--- src/rtl/aes_ctr_pkg.sv ---
// Shared types and helpers for the AES-256 CTR streaming engine.
package aes_ctr_pkg;

   localparam int BLK_BYTES = 16;

   typedef logic [127:0] block_t;
   typedef logic [255:0] key_t;

   typedef enum logic [1:0] {
      IDLE = 2'd0,
      RUN  = 2'd1,
      FIN  = 2'd2
   } state_e;

   // Keep bytes 0..n-1 (byte 0 is the MSB); n = 0 keeps all 16.
   function automatic block_t byte_mask(input logic [3:0] n);
      block_t m;
      m = '1;
      for (int i = 0; i < BLK_BYTES; i++) begin
         if (n != 4'd0 && i >= int'(n)) m[127-8*i -: 8] = 8'h00;
      end
      return m;
   endfunction

endpackage

--- src/rtl/aes_ctr_stream_if.sv ---
// Plaintext-in / ciphertext-out valid/ready streams of aes_ctr_stream.
interface aes_ctr_stream_if;
   import aes_ctr_pkg::*;

   logic   in_valid;
   logic   in_ready;
   block_t in_data;
   logic   out_valid;
   logic   out_ready;
   block_t out_data;
   logic   out_last;

   modport master (
      output in_valid, in_data, out_ready,
      input  in_ready, out_valid, out_data, out_last
   );

   modport slave (
      input  in_valid, in_data, out_ready,
      output in_ready, out_valid, out_data, out_last
   );

endinterface

--- src/rtl/aes_ctr_ks_fifo.sv ---
// Keystream prefetch FIFO: synchronous, DEPTH entries of one block each.
module aes_ctr_ks_fifo
   import aes_ctr_pkg::*;
#(
   parameter int DEPTH = 2,
   parameter int CW    = $clog2(DEPTH + 1)
) (
   input  logic          clk,
   input  logic          rst,
   input  logic          push,
   input  logic          pop,
   input  block_t        din,
   output block_t        dout,
   output logic          full,
   output logic          empty,
   output logic [CW-1:0] count
);

   localparam int PW = (DEPTH > 1) ? $clog2(DEPTH) : 1;

   block_t        mem_q [DEPTH];
   logic [PW-1:0] wr_q;
   logic [PW-1:0] rd_q;
   logic [CW-1:0] cnt_q;

   function automatic logic [PW-1:0] inc(input logic [PW-1:0] p);
      return (p == PW'(DEPTH - 1)) ? '0 : p + 1'b1;
   endfunction

   always_ff @(posedge clk) begin
      if (push) mem_q[wr_q] <= din;
   end

   always_ff @(posedge clk) begin
      if (rst) begin
         wr_q  <= '0;
         rd_q  <= '0;
         cnt_q <= '0;
      end else begin
         if (push) wr_q <= inc(wr_q);
         if (pop)  rd_q <= inc(rd_q);
         if (push && !pop)      cnt_q <= cnt_q + 1'b1;
         else if (pop && !push) cnt_q <= cnt_q - 1'b1;
      end
   end

   assign dout  = mem_q[rd_q];
   assign full  = (cnt_q == CW'(DEPTH));
   assign empty = (cnt_q == '0);
   assign count = cnt_q;

endmodule

--- src/rtl/aes_ctr_stream.sv ---
// AES-256 CTR streaming engine driving an external block core.
// Optional AES_CTR_WRAP_ERR_EN: flag and stop on counter wrap via err.
module aes_ctr_stream
   import aes_ctr_pkg::*;
#(
   parameter int MAX_BLOCKS = 64,
   parameter int CTR_WIDTH  = 32,
   parameter int KS_DEPTH   = 2,
   parameter int LEN_W      = $clog2(MAX_BLOCKS + 1)
) (
   input  logic             clk,
   input  logic             rst,
   input  logic             start,
   input  key_t             key,
   input  block_t           iv,
   input  logic [LEN_W-1:0] len_blocks,
   input  logic [3:0]       last_bytes,
   aes_ctr_stream_if.slave  s,
   output logic             busy,
   output logic             done,
   output logic             core_start,
   output block_t           core_blk,
   output key_t             core_key,
   input  logic             core_done,
   input  block_t           core_ct
`ifdef AES_CTR_WRAP_ERR_EN
   ,
   output logic             err
`endif
);

   localparam int CW = $clog2(KS_DEPTH + 1);

   state_e           state_q, state_d;
   key_t             key_q;
   block_t           iv_q;
   logic [LEN_W-1:0] len_q;
   logic [3:0]       lb_q;
   logic [LEN_W-1:0] iss_q;
   logic [LEN_W-1:0] con_q;
   logic             pend_q;
   logic             ov_q;
   logic             ol_q;
   block_t           od_q;
   logic             done_q;
   logic             cs_q;
   block_t           blk_q;

   block_t           ctr_blk;
   block_t           ks_head;
   logic             fifo_full;
   logic             fifo_empty;
   logic [CW-1:0]    fifo_cnt;
   logic             can_issue;
   logic             issue;
   logic             halt;
   logic             in_ready;
   logic             fire;
   logic             is_last;
   logic             drained;
   logic             push;

   always_comb begin
      ctr_blk = iv_q;
      ctr_blk[CTR_WIDTH-1:0] = iv_q[CTR_WIDTH-1:0] + CTR_WIDTH'(iss_q);
   end

   assign can_issue = (state_q == RUN) && !pend_q && !halt &&
                      (iss_q < len_q) &&
                      (int'(fifo_cnt) + int'(pend_q) < KS_DEPTH);

`ifdef AES_CTR_WRAP_ERR_EN
   logic err_q;
   logic wrap;
   logic set_err;

   // A wrapped low word would reuse a counter block already consumed.
   assign wrap    = (iss_q != '0) && (ctr_blk[CTR_WIDTH-1:0] == '0);
   assign issue   = can_issue && !wrap;
   assign set_err = can_issue && wrap;
   assign halt    = err_q;
   assign err     = err_q;

   always_ff @(posedge clk) begin
      if (rst)                          err_q <= 1'b0;
      else if (state_q == IDLE && start) err_q <= 1'b0;
      else if (set_err)                 err_q <= 1'b1;
   end
`else
   assign issue = can_issue;
   assign halt  = 1'b0;
`endif

   assign in_ready = (state_q == RUN) && !fifo_empty &&
                     (con_q < len_q) && (!ov_q || s.out_ready);
   assign fire     = s.in_valid && in_ready;
   assign is_last  = (con_q == len_q - LEN_W'(1));
   assign push     = core_done && (state_q == RUN) && !fifo_full;
   assign drained  = !ov_q && ((con_q == len_q) ||
                     (halt && !pend_q && fifo_empty));

   aes_ctr_ks_fifo #(.DEPTH(KS_DEPTH), .CW(CW)) u_fifo (
      .clk   (clk),
      .rst   (rst),
      .push  (push),
      .pop   (fire),
      .din   (core_ct),
      .dout  (ks_head),
      .full  (fifo_full),
      .empty (fifo_empty),
      .count (fifo_cnt)
   );

   always_comb begin
      state_d = state_q;
      unique case (state_q)
         IDLE:    if (start) state_d = (len_blocks == '0) ? FIN : RUN;
         RUN:     if (drained) state_d = FIN;
         FIN:     state_d = IDLE;
         default: state_d = IDLE;
      endcase
   end

   always_ff @(posedge clk) begin
      if (rst) begin
         state_q <= IDLE;
         key_q   <= '0;
         iv_q    <= '0;
         len_q   <= '0;
         lb_q    <= '0;
         iss_q   <= '0;
         con_q   <= '0;
         pend_q  <= 1'b0;
         ov_q    <= 1'b0;
         ol_q    <= 1'b0;
         od_q    <= '0;
         done_q  <= 1'b0;
         cs_q    <= 1'b0;
         blk_q   <= '0;
      end else begin
         state_q <= state_d;
         done_q  <= (state_q == FIN);
         cs_q    <= issue;
         if (state_q == IDLE && start) begin
            key_q  <= key;
            iv_q   <= iv;
            len_q  <= len_blocks;
            lb_q   <= last_bytes;
            iss_q  <= '0;
            con_q  <= '0;
            pend_q <= 1'b0;
         end
         if (issue) begin
            blk_q  <= ctr_blk;
            iss_q  <= iss_q + LEN_W'(1);
            pend_q <= 1'b1;
         end else if (core_done) begin
            pend_q <= 1'b0;
         end
         if (fire) begin
            od_q  <= (s.in_data ^ ks_head) &
                     (is_last ? byte_mask(lb_q) : '1);
            ol_q  <= is_last;
            ov_q  <= 1'b1;
            con_q <= con_q + LEN_W'(1);
         end else if (ov_q && s.out_ready) begin
            ov_q <= 1'b0;
            ol_q <= 1'b0;
         end
      end
   end

   assign s.in_ready  = in_ready;
   assign s.out_valid = ov_q;
   assign s.out_data  = od_q;
   assign s.out_last  = ol_q;
   assign busy        = (state_q != IDLE);
   assign done        = done_q;
   assign core_start  = cs_q;
   assign core_blk    = blk_q;
   assign core_key    = key_q;

endmodule

--- src/flat_wrapper.sv ---
// flat-port wrapper written by rule: the top's interface ports become plain ports
module aes_ctr_stream_flat import aes_ctr_pkg::*;
#(
   parameter int MAX_BLOCKS = 64,
   parameter int CTR_WIDTH  = 32,
   parameter int KS_DEPTH   = 2,
   parameter int LEN_W      = $clog2(MAX_BLOCKS + 1)
)
  (clk, rst, start, key, iv, len_blocks, last_bytes, busy, done, core_start, core_blk, core_key, core_done, core_ct, s_in_valid, s_in_data, s_out_ready, s_in_ready, s_out_valid, s_out_data, s_out_last);
  aes_ctr_stream_if s_i ();
  input  logic clk;
  input  logic rst;
  input  logic start;
  input  key_t key;
  input  block_t iv;
  input  logic [LEN_W-1:0] len_blocks;
  input  logic [3:0] last_bytes;
  output logic busy;
  output logic done;
  output logic core_start;
  output block_t core_blk;
  output key_t core_key;
  input  logic core_done;
  input  block_t core_ct;
  input wire logic [$bits(s_i.in_valid)-1:0] s_in_valid;
  input wire logic [$bits(s_i.in_data)-1:0] s_in_data;
  input wire logic [$bits(s_i.out_ready)-1:0] s_out_ready;
  output wire logic [$bits(s_i.in_ready)-1:0] s_in_ready;
  output wire logic [$bits(s_i.out_valid)-1:0] s_out_valid;
  output wire logic [$bits(s_i.out_data)-1:0] s_out_data;
  output wire logic [$bits(s_i.out_last)-1:0] s_out_last;
  assign s_i.in_valid = s_in_valid;
  assign s_i.in_data = s_in_data;
  assign s_i.out_ready = s_out_ready;
  assign s_in_ready = s_i.in_ready;
  assign s_out_valid = s_i.out_valid;
  assign s_out_data = s_i.out_data;
  assign s_out_last = s_i.out_last;
  aes_ctr_stream #(.MAX_BLOCKS(MAX_BLOCKS), .CTR_WIDTH(CTR_WIDTH), .KS_DEPTH(KS_DEPTH), .LEN_W(LEN_W)) u_core (.clk(clk), .rst(rst), .start(start), .key(key), .iv(iv), .len_blocks(len_blocks), .last_bytes(last_bytes), .s(s_i), .busy(busy), .done(done), .core_start(core_start), .core_blk(core_blk), .core_key(core_key), .core_done(core_done), .core_ct(core_ct));
endmodule
--- config.mk ---
export PLATFORM = sky130hd
export DESIGN_NAME = aes_ctr_stream_flat
export DESIGN_NICKNAME = d
export VERILOG_FILES = /design/src/rtl/aes_ctr_pkg.sv /design/src/rtl/aes_ctr_stream_if.sv /design/src/rtl/aes_ctr_ks_fifo.sv /design/src/rtl/aes_ctr_stream.sv /design/src/flat_wrapper.sv
export SDC_FILE = /design/constraint.sdc
export NUM_CORES = 2
export LEC_CHECK = 0
export ABC_AREA = 1
export BUFFER_PORTS_ARGS = -buffer_cell sky130_fd_sc_hd__buf_2
export CAP_MARGIN = 20
export CORE_AREA = 5 5 450 452
export CTS_BUF_LIST = sky130_fd_sc_hd__clkbuf_8 sky130_fd_sc_hd__clkbuf_16
export DETAILED_ROUTE_END_ITERATION = 12
export DIE_AREA = 0 0 455 457
export PLACE_DENSITY_LB_ADDON = 0.08
export SLEW_MARGIN = 20
export SYNTH_ARGS = -nofsm -noshare
export SYNTH_HDL_FRONTEND = slang
export SYNTH_SLANG_ARGS = --single-unit
--- constraint.sdc ---
create_clock -name clk -period 20.8 [get_ports clk]
set_input_delay 1.04 -clock clk [delete_from_list [all_inputs] [get_ports clk]]
set_output_delay 1.04 -clock clk [all_outputs]
set_load 0.01 [all_outputs]
==> run metrics <==
CP arrival=~5200 ps; Starting Density=18.1%; nature of the critical path endpoint=flop; Sw Pwr=0.00138 W; number of nets in the layout=~5700; Setup Skew=32.9 ps; post-synthesis average cell area=9.08 um^2; synth warn=0; Gate power share=14.6%; final-report hold violation count=0; I/O pin count=1175; Vias per Instance=3.95; final hold slack=about 470 ps; Final Cycle Share=21.7%; fin crit period=about 4500 ps; WS Path Type=primary input to flop; Hold Buf Count CTS=0; total power=0.00484 W; Crit. Startpoint=rst; Fmax achieved=222 MHz; clock power share=42.1%; post-route ant nets=0; Final TNS setup=0 ps; dpl ws=between 15000 and 20000 ps; Yosys top cell area share=37.6%; final setup fails=0; R2R depth=11; DR iter-0 viols=1619; Placed Cells=7578; gpl congestion=around 0.82; hold path start=u_core.core_blk[82]; die width=~460 um; CTS tree=built; number of synthesized flops with an enable pin=between 200 and 300; sequential power share=43.3%; Peak VDD IR=0.0641 mV; RR Endpoint=u_core.s.out_data[73]; top cells by area, synth=dfxtp_1 (38%), edfxtp_1 (21%), nor2_1 (11%), o21ai_0 (9.1%), mux2i_1 (3.6%); MaxCap Viol Count=0; Worst Hold Depth=2; Die Y=457 um; DR vias=30994; clk buf depth=3; total CTS buffers=119; Worst Path Required=between 20000 and 25000 ps; WL/cell=20.9 um; Cell Rows=about 160; switching part of the total=28.6%; initial antenna violation count=around 130; Setup Buffers After CTS=0; sequential share of the synthesized area=59.0%; FF-to-FF Start=u_core.len_q[4]; final worst slack=approximately 16000 ps; drt pass-1 iters=6; Final Slew Violations=0; unrepaired setup endpoints after global routing=no; Syn Inst Count=3964; asr flop ratio synth=0%; Root Buffer=clkbuf_16; count leader, synth=nor2_1; final instance count without filler cells=a little under 8000; area delta synth->final=34.4%; critical path launch point type=primary input; share of layout cells above drive strength 1=~27%; DRC errors left=0; pin count of the biggest net entering global routing=207; Worst Tran Pin Value=1430 ps; DP HPWL=118000 um; first-pass GRT wire length=228000 um; Slew Limit Headroom=4.79%; outcome=complete, no violations; Port Buf Inserts=1174; Reg clk slew, reported paths=approximately 60 ps; top_reg_cell synth=dfxtp_1; area leader, netlist=dfxtp_1; later-pin clock latency in the skew report=750 ps; Hold Crit Class=flop to flop; R2R Setup Slk=about 17000 ps; Overflow after GRT=0; H-tree depth=3; Distinct cells, synth=36; #FFs+latches synth=933; Int Pwr=around 0.0035 W; Die Area=208000 um^2; Pleak=between 20 and 25 nW; worst-path maximum fanout=122; vias in the first global route=between 30000 and 40000; core area=between 150000 and 200000 um^2; Post-CTS Resized=0; Post-synth top cells=nor2_1 (1029), dfxtp_1 (677), o21ai_0 (657), nand2_1 (300), edfxtp_1 (256); Syn Nets=4646; Pwr Density=between 100 and 150 nW/um^2; total wire length=164000 um; GRT Util Overall=15.0%; worst hold endpoint=u_core.core_blk[82]; clock tree sinks=~930; Mapped Area=36000 um^2
## kinds of logic (layout without fill, tap and decap cells)
group / count (synthesis) / count (layout) / synth area share [%]
AO/OA/AOI/OAI: 853 / 853 / 11.9
XOR/XNOR: 149 / 149 / 3.62
adder cells (fa/ha/maj): 25 / 25 / 0.890
buffers and inverters: 418 / 1600 / 4.86
flip-flops: 933 / 933 / 59.0
multiplexers: 128 / 128 / 3.56
other: 0 / 47 / 0
AND/OR/NAND/NOR: 1458 / 1458 / 16.2
## registers in the layout (all words and copies together) (netlist names), 4 cells and up, named ones only
name / count
u_core.con_q: 7
u_core.core_blk: 128
u_core.core_key: 256
u_core.iss_q: 7
u_core.iv_q: 128
u_core.lb_q: 4
u_core.len_q: 7
u_core.s.out_data: 128
u_core.u_fifo.mem_q: 256
## cells in the final DEF (no fill, tap or decap), types with 12 or more instances in the layout
cell type  count
a21oi_1      188
buf_2       1174
buf_4         17
clkbuf_16    120
clkbuf_8      30
clkinv_2      16
dfxtp_1      676
diode_2       47
edfxtp_1     256
ha_1          24
inv_1        209
mux2i_1      128
nand2_1      299
nand3_1       80
nor2_1      1027
nor3_1        12
o21ai_0      657
xnor2_1       53
xor2_1        96
## worst max path at each step
stage	to	slack [ps]
floorplan	u_core.u_fifo.mem_q[1][0]	13380
global placement	u_core.core_blk[30]	15290
detailed placement	u_core.core_blk[29]	15300
CTS	u_core.core_blk[29]	16170
global route	u_core.core_blk[27]	15830
finish	u_core.core_blk[29]	16290
## final cells by class
class | instances | area, um^2
fill | 21962 | 150000
inverter | 180 | 703
antenna | 47 | 118
clock inverter | 74 | 454
clock buffer | 150 | 3420
timing repair buffer | 1196 | 6100
sequential | 933 | 21200
tap | 2656 | 3320
multi-input combinational | 2613 | 13000
## metrics by stage
| step | area (um^2) | utilization (%) |
|---|---|---|
| 3_5_place_dp | 44400 | 22.4 |
| 4_1_cts | 48300 | 24.3 |
| 2_1_floorplan | 36000 | - |
| 3_3_place_gp | 44400 | 22.4 |
| 5_1_grt | 48300 | 24.4 |
| 6_report | 48400 | 24.4 |
## critical path: stages
cell,delay (ps)
buf_2,290
inv_8,530
buf_4,720
buf_4,890
buf_4,850
nand2_1,510
nand2_1,180
nand2_1,60
inv_1,40
## layer usage
metal	global-route usage, %	vias up	wire, um
met3	5.66	327	14300
met1	18.1	14308	68100
met2	24.7	954	76700
li1	-	15337	-
met5	0	-	444
met4	4.91	68	4350
## power by group through the flow
stage | logic (W) | clock network (W) | registers, W
final | 0.000705 | 0.00204 | 0.00210
after global routing | 0.000797 | 0.00221 | 0.00211
after CTS | 0.000729 | 0.00214 | 0.00210
after detailed placement | 0.000727 | 0 | 0.00214
after global placement | 0.000726 | 0 | 0.00213
after floorplan | 0.000342 | 0 | 0.00217
Power figures use the tool's default switching activity.
